==> config.mk <==
export PLATFORM = sky130hd
export DESIGN_NAME = icache_flat
export DESIGN_NICKNAME = d
export VERILOG_FILES = /design/src/rtl/icache_if.sv /design/src/rtl/icache.sv /design/src/flat_wrapper.sv
export SDC_FILE = /design/constraint.sdc
export NUM_CORES = 2
export LEC_CHECK = 0
export BUFFER_PORTS_ARGS = -buffer_cell sky130_fd_sc_hd__buf_2
export CORE_UTILIZATION = 35
export CTS_BUF_LIST = sky130_fd_sc_hd__clkbuf_16
export DETAILED_ROUTE_END_ITERATION = 16
export PLACE_DENSITY = 0.59
export SLEW_MARGIN = 20
export SYNTH_ARGS = -nofsm -noshare
export SYNTH_HDL_FRONTEND = slang
export SYNTH_MEMORY_MAX_BITS = 65536
export SYNTH_SLANG_ARGS = --single-unit
==> constraint.sdc <==
create_clock -name clk -period 51 [get_ports clk]
set_input_delay 10.2 -clock clk [delete_from_list [all_inputs] [get_ports clk]]
set_output_delay 10.2 -clock clk [all_outputs]
set_load 0.01 [all_outputs]
==> src/rtl/icache_if.sv <==
// CPU fetch port and main-memory line port of the instruction cache.
interface icache_if;
    logic         cpu_read;
    logic [31:0]  cpu_addr;
    logic [31:0]  cpu_rdata;
    logic         cpu_resp;
    logic         flush;
    logic         mem_read;
    logic [31:0]  mem_addr;
    logic [255:0] mem_rdata;
    logic         mem_resp;

    modport slave (
        input  cpu_read, cpu_addr, flush, mem_rdata, mem_resp,
        output cpu_rdata, cpu_resp, mem_read, mem_addr
    );
    modport master (
        output cpu_read, cpu_addr, flush, mem_rdata, mem_resp,
        input  cpu_rdata, cpu_resp, mem_read, mem_addr
    );
endinterface

==> src/rtl/icache.sv <==
// Direct-mapped instruction cache, 256-bit lines, IDLE/TAG/FETCH controller.
// Define ICACHE_STATS_EN to add hit_count/miss_count outputs.
module icache #(
    parameter int SETS = 16
) (
    input  logic        clk,
    input  logic        rst_n,
    icache_if.slave     bus
`ifdef ICACHE_STATS_EN
    ,
    output logic [31:0] hit_count,
    output logic [31:0] miss_count
`endif
);
    localparam int IW = $clog2(SETS);
    localparam int TW = 27 - IW;

    typedef enum logic [1:0] {IDLE, TAG, FETCH} state_t;

    state_t            state, state_nx;
    logic [31:2]       addr_q;
    logic [SETS-1:0]   valid;
    logic [7:0][31:0]  data_arr [SETS];
    logic [TW-1:0]     tag_arr  [SETS];

    logic [2:0]        off;
    logic [IW-1:0]     idx;
    logic [TW-1:0]     tag;
    logic              hit, fill;
    logic              resp, mrd;
    logic [31:0]       maddr;

    assign off  = addr_q[4:2];
    assign idx  = addr_q[5 +: IW];
    assign tag  = addr_q[31 -: TW];
    assign hit  = valid[idx] && (tag_arr[idx] == tag);
    assign fill = (state == FETCH) && bus.mem_resp;

    always_ff @(posedge clk or negedge rst_n) begin
        if (!rst_n) begin
            state  <= IDLE;
            addr_q <= '0;
        end else begin
            state <= state_nx;
            if (state == IDLE && bus.cpu_read) addr_q <= bus.cpu_addr[31:2];
        end
    end

    always_comb begin
        state_nx = state;
        resp     = 1'b0;
        mrd      = 1'b0;
        maddr    = '0;
        case (state)
            IDLE:  if (bus.cpu_read) state_nx = TAG;
            TAG: begin
                // A requester that gave up while we were away gets nothing.
                if (!bus.cpu_read) begin
                    state_nx = IDLE;
                end else if (hit) begin
                    resp     = 1'b1;
                    state_nx = IDLE;
                end else begin
                    state_nx = FETCH;
                end
            end
            FETCH: begin
                mrd   = 1'b1;
                maddr = {addr_q[31:5], 5'b0};
                if (bus.mem_resp) state_nx = TAG;
            end
            default: state_nx = IDLE;
        endcase
    end

    assign bus.cpu_resp  = resp;
    assign bus.cpu_rdata = data_arr[idx][off];
    assign bus.mem_read  = mrd;
    assign bus.mem_addr  = maddr;

    // Flush has priority so a line refilled in the flush cycle stays invalid.
    always_ff @(posedge clk or negedge rst_n) begin
        if (!rst_n)      valid      <= '0;
        else if (bus.flush) valid   <= '0;
        else if (fill)   valid[idx] <= 1'b1;
    end

    always_ff @(posedge clk) begin
        if (fill) begin
            data_arr[idx] <= bus.mem_rdata;
            tag_arr[idx]  <= tag;
        end
    end

`ifdef ICACHE_STATS_EN
    logic fetched;

    always_ff @(posedge clk or negedge rst_n) begin
        if (!rst_n) begin
            hit_count  <= '0;
            miss_count <= '0;
            fetched    <= 1'b0;
        end else begin
            if (state == IDLE && bus.cpu_read) fetched <= 1'b0;
            if (state == TAG && state_nx == FETCH) begin
                miss_count <= miss_count + 32'd1;
                fetched    <= 1'b1;
            end
            if (resp && !fetched) hit_count <= hit_count + 32'd1;
        end
    end
`endif
endmodule

==> src/flat_wrapper.sv <==
// flat-port wrapper written by rule: the top's interface ports become plain ports
module icache_flat 
#(
    parameter int SETS = 16
)
  (clk, rst_n, bus_cpu_read, bus_cpu_addr, bus_flush, bus_mem_rdata, bus_mem_resp, bus_cpu_rdata, bus_cpu_resp, bus_mem_read, bus_mem_addr);
  icache_if bus_i ();
  input  logic clk;
  input  logic rst_n;
  input wire logic [$bits(bus_i.cpu_read)-1:0] bus_cpu_read;
  input wire logic [$bits(bus_i.cpu_addr)-1:0] bus_cpu_addr;
  input wire logic [$bits(bus_i.flush)-1:0] bus_flush;
  input wire logic [$bits(bus_i.mem_rdata)-1:0] bus_mem_rdata;
  input wire logic [$bits(bus_i.mem_resp)-1:0] bus_mem_resp;
  output wire logic [$bits(bus_i.cpu_rdata)-1:0] bus_cpu_rdata;
  output wire logic [$bits(bus_i.cpu_resp)-1:0] bus_cpu_resp;
  output wire logic [$bits(bus_i.mem_read)-1:0] bus_mem_read;
  output wire logic [$bits(bus_i.mem_addr)-1:0] bus_mem_addr;
  assign bus_i.cpu_read = bus_cpu_read;
  assign bus_i.cpu_addr = bus_cpu_addr;
  assign bus_i.flush = bus_flush;
  assign bus_i.mem_rdata = bus_mem_rdata;
  assign bus_i.mem_resp = bus_mem_resp;
  assign bus_cpu_rdata = bus_i.cpu_rdata;
  assign bus_cpu_resp = bus_i.cpu_resp;
  assign bus_mem_read = bus_i.mem_read;
  assign bus_mem_addr = bus_i.mem_addr;
  icache #(.SETS(SETS)) u_core (.clk(clk), .rst_n(rst_n), .bus(bus_i));
endmodule
==> metrics.yaml <==
p_leak_nw: 60.6
worst_ir_drop_vdd_mv: 0.0400
coreArea_sq_um: 487000
hold_class: "reg -> reg"
synth_seq_cells: 4512
yosys.area.top_type: "edfxtp_1"
ff2ff_path_depth: 10
fmax_mhz: 47.9
cp.arrival_ns: 10.66
hold_end: "u_core.valid[6]"
hold_viol_final: 0
grt_overflow: 0
synth_top_area_frac: 0.781
cts-resized-gates: 0
dieArea_sq_um: 493000
cts_tree: "built"
hold_buffers: 0
n_fill_cell: 41900
critPathKind: "in -> out"
path_clk_slew_ns: 0.06
drtIter0Drc: 8205
reg2reg_slack_ns: 43.14
r2r-start: "u_core.addr_q[6]"
start_util: 0.352
place_congestion: 0.743
hold_depth: 2
fin_setup_tns_ns: 0
hpwl_um: 239000
r2r_end: "u_core.data_arr[14][127]"
rsz0062_at_grt: "false"
post_cts_buffers: 0
yosysWarningCount: 0
syn_area_per_cell_sq_um: 25.8
path_max_fanout: 2
syn_area_sq_um: 172000
die_w_um: 702
clock_sinks: 4512
nNetsFinal: 7600
antenna_found_initial: 206
slew_viol_final: 0
ys_types: 52
timing.slew.headroom: 0.275
syn_to_final_growth_pct: 14.4
cts-htree-levels: 5
drive_gt1_frac: 0.346
die_y_um: 702
port_buffers: 351
final_core_util: 0.403
status: "completed"
tightest_slew_ns: 1.09
grt_usage: 0.175
root_buffer: "clkbuf_16"
dr.pass1.iters: 7
syn-instance-count: 6663
ys_top_cells_by_count: "edfxtp_1 (4464), mux4_2 (1420), buf_2 (213), clkbuf_1 (93), mux2_2 (53)"
grt_pass1_vias: 79700
finalClockSkew_ns: 0.0701
clockBufferDepth: 4
io_pins: 359
worstHoldStart: "u_core.valid[6]"
wl_per_cell_um: 30.9
synth.most_common_cell: "edfxtp_1"
finalCriticalPeriod_ns: 20.86
start_kind: "input pin"
cap_violations: 0
p_per_area_nw_per_um2: 53.4
dr_total_vias: 76700
numCtsBuffers: 460
synth_edf_count: 4464
timing.final.crit_share: 0.409
drc: 0
ant_nets: 0
synthTopCellsByArea: "edfxtp_1 (78%), mux4_2 (19%), dfrtp_1 (0.70%)"
async_flop_share: 0.0106
clock_latency_ns: 1.04
yosysSeqAreaShare: 0.788
routed_wl_um: 438000
grt_max_degree: 124
via_per_inst: 5.40
end_kind: "output port"
synth_ff_type: "edfxtp_1"
required_ns: 40.80
grt_pass1_wl_um: 615000
placementRows: 256
finalSetupViolCount: 0
[cells in the final DEF, fill, tap and decap left out, types with 6 or more instances in the layout]
master	count
clkinv_1	141
o21ai_0	23
clkinv_16	11
dfrtp_4	6
edfxtp_1	4464
nor2_4	12
buf_2	351
a22o_1	7
clkinvlp_4	9
nor2_1	37
mux2i_1	52
buf_12	23
dfrtp_1	41
a22oi_1	18
clkinv_4	7
inv_1	91
nand3_1	10
nand2_1	31
buf_4	155
bufinv_16	35
inv_8	6
xnor2_1	22
clkbuf_16	463
diode_2	49
nor2b_1	6
and2_1	30
mux2_2	53
mux4_2	1420
clkinv_2	84
inv_6	8
a21oi_1	8
[routing by layer]
metal	global-route usage	vias up	wire (um)
met5	0	-	586
met4	0.0359	90	8950
met3	0.0383	811	33100
met2	0.287	2739	213000
met1	0.242	42400	182000
li1	-	30600	-
[where the power goes]
| group | switching (mW) | internal (mW) |
|---|---|---|
| logic | 1.59 | 1.34 |
| registers | 0.0961 | 4.20 |
| clock network | 1.42 | 1.83 |
| total | 3.11 | 7.38 |
[cells by family after synthesis]
group           share of synthesized area
compound gates                    0.00358
xor+xnor                          0.00133
buf+inv                           0.00996
flops                               0.788
mux                                 0.193
other cells                     0.0000218
simple gates                      0.00423
[through the flow]
step                      setup slack, ns  instance area, sq um  cells  power, mW  hold WS, ns
after floorplan                     20.59                172000   6667       6.30        0.461
after global placement              30.08                182000  13300       7.35        0.485
after detailed placement            30.14                182000  13300       7.38        0.492
after CTS                           30.14                196000  14200       10.6        0.505
after global routing                30.09                196000  14200       10.9        0.518
final                               30.14                196000  14200       10.5        0.503
[how the worst max path moves through the flow]
stage	to	slack, ns	from	depth (start not counted)
2_1_floorplan	u_core.data_arr[3][0]	20.59	bus_mem_resp	2
3_3_place_gp	bus_cpu_resp	30.08	bus_cpu_read	4
3_5_place_dp	bus_cpu_resp	30.14	bus_cpu_read	4
4_1_cts	bus_cpu_resp	30.14	bus_cpu_read	4
5_1_grt	bus_cpu_resp	30.09	bus_cpu_read	4
6_report	bus_cpu_resp	30.14	bus_cpu_read	4
[flip-flops by register name, summed over array words and instances (netlist names)]
name and flops:
u_core.addr_q 30, u_core.data_arr 4096, u_core.valid 16, u_core.tag_arr 368, u_core.state 2
[worst max-delay path, stage by stage]
cell and delay [ns]:
buf_2 0.09, nand2_1 0.06, nor3_1 0.14, buf_2 0.16
[area by class of cell]
class                      count  area, sq um  area share
antenna                       49          123    0.000624
timing repair buffer         529         3380      0.0172
inverter                      10         45.0    0.000229
tap                         6450         8070      0.0411
multi-input combinational   1794        34800       0.177
sequential                  4512       135000       0.689
clock inverter               392         3080      0.0157
clock buffer                 463        11600      0.0590
Power figures use the tool's default switching activity.
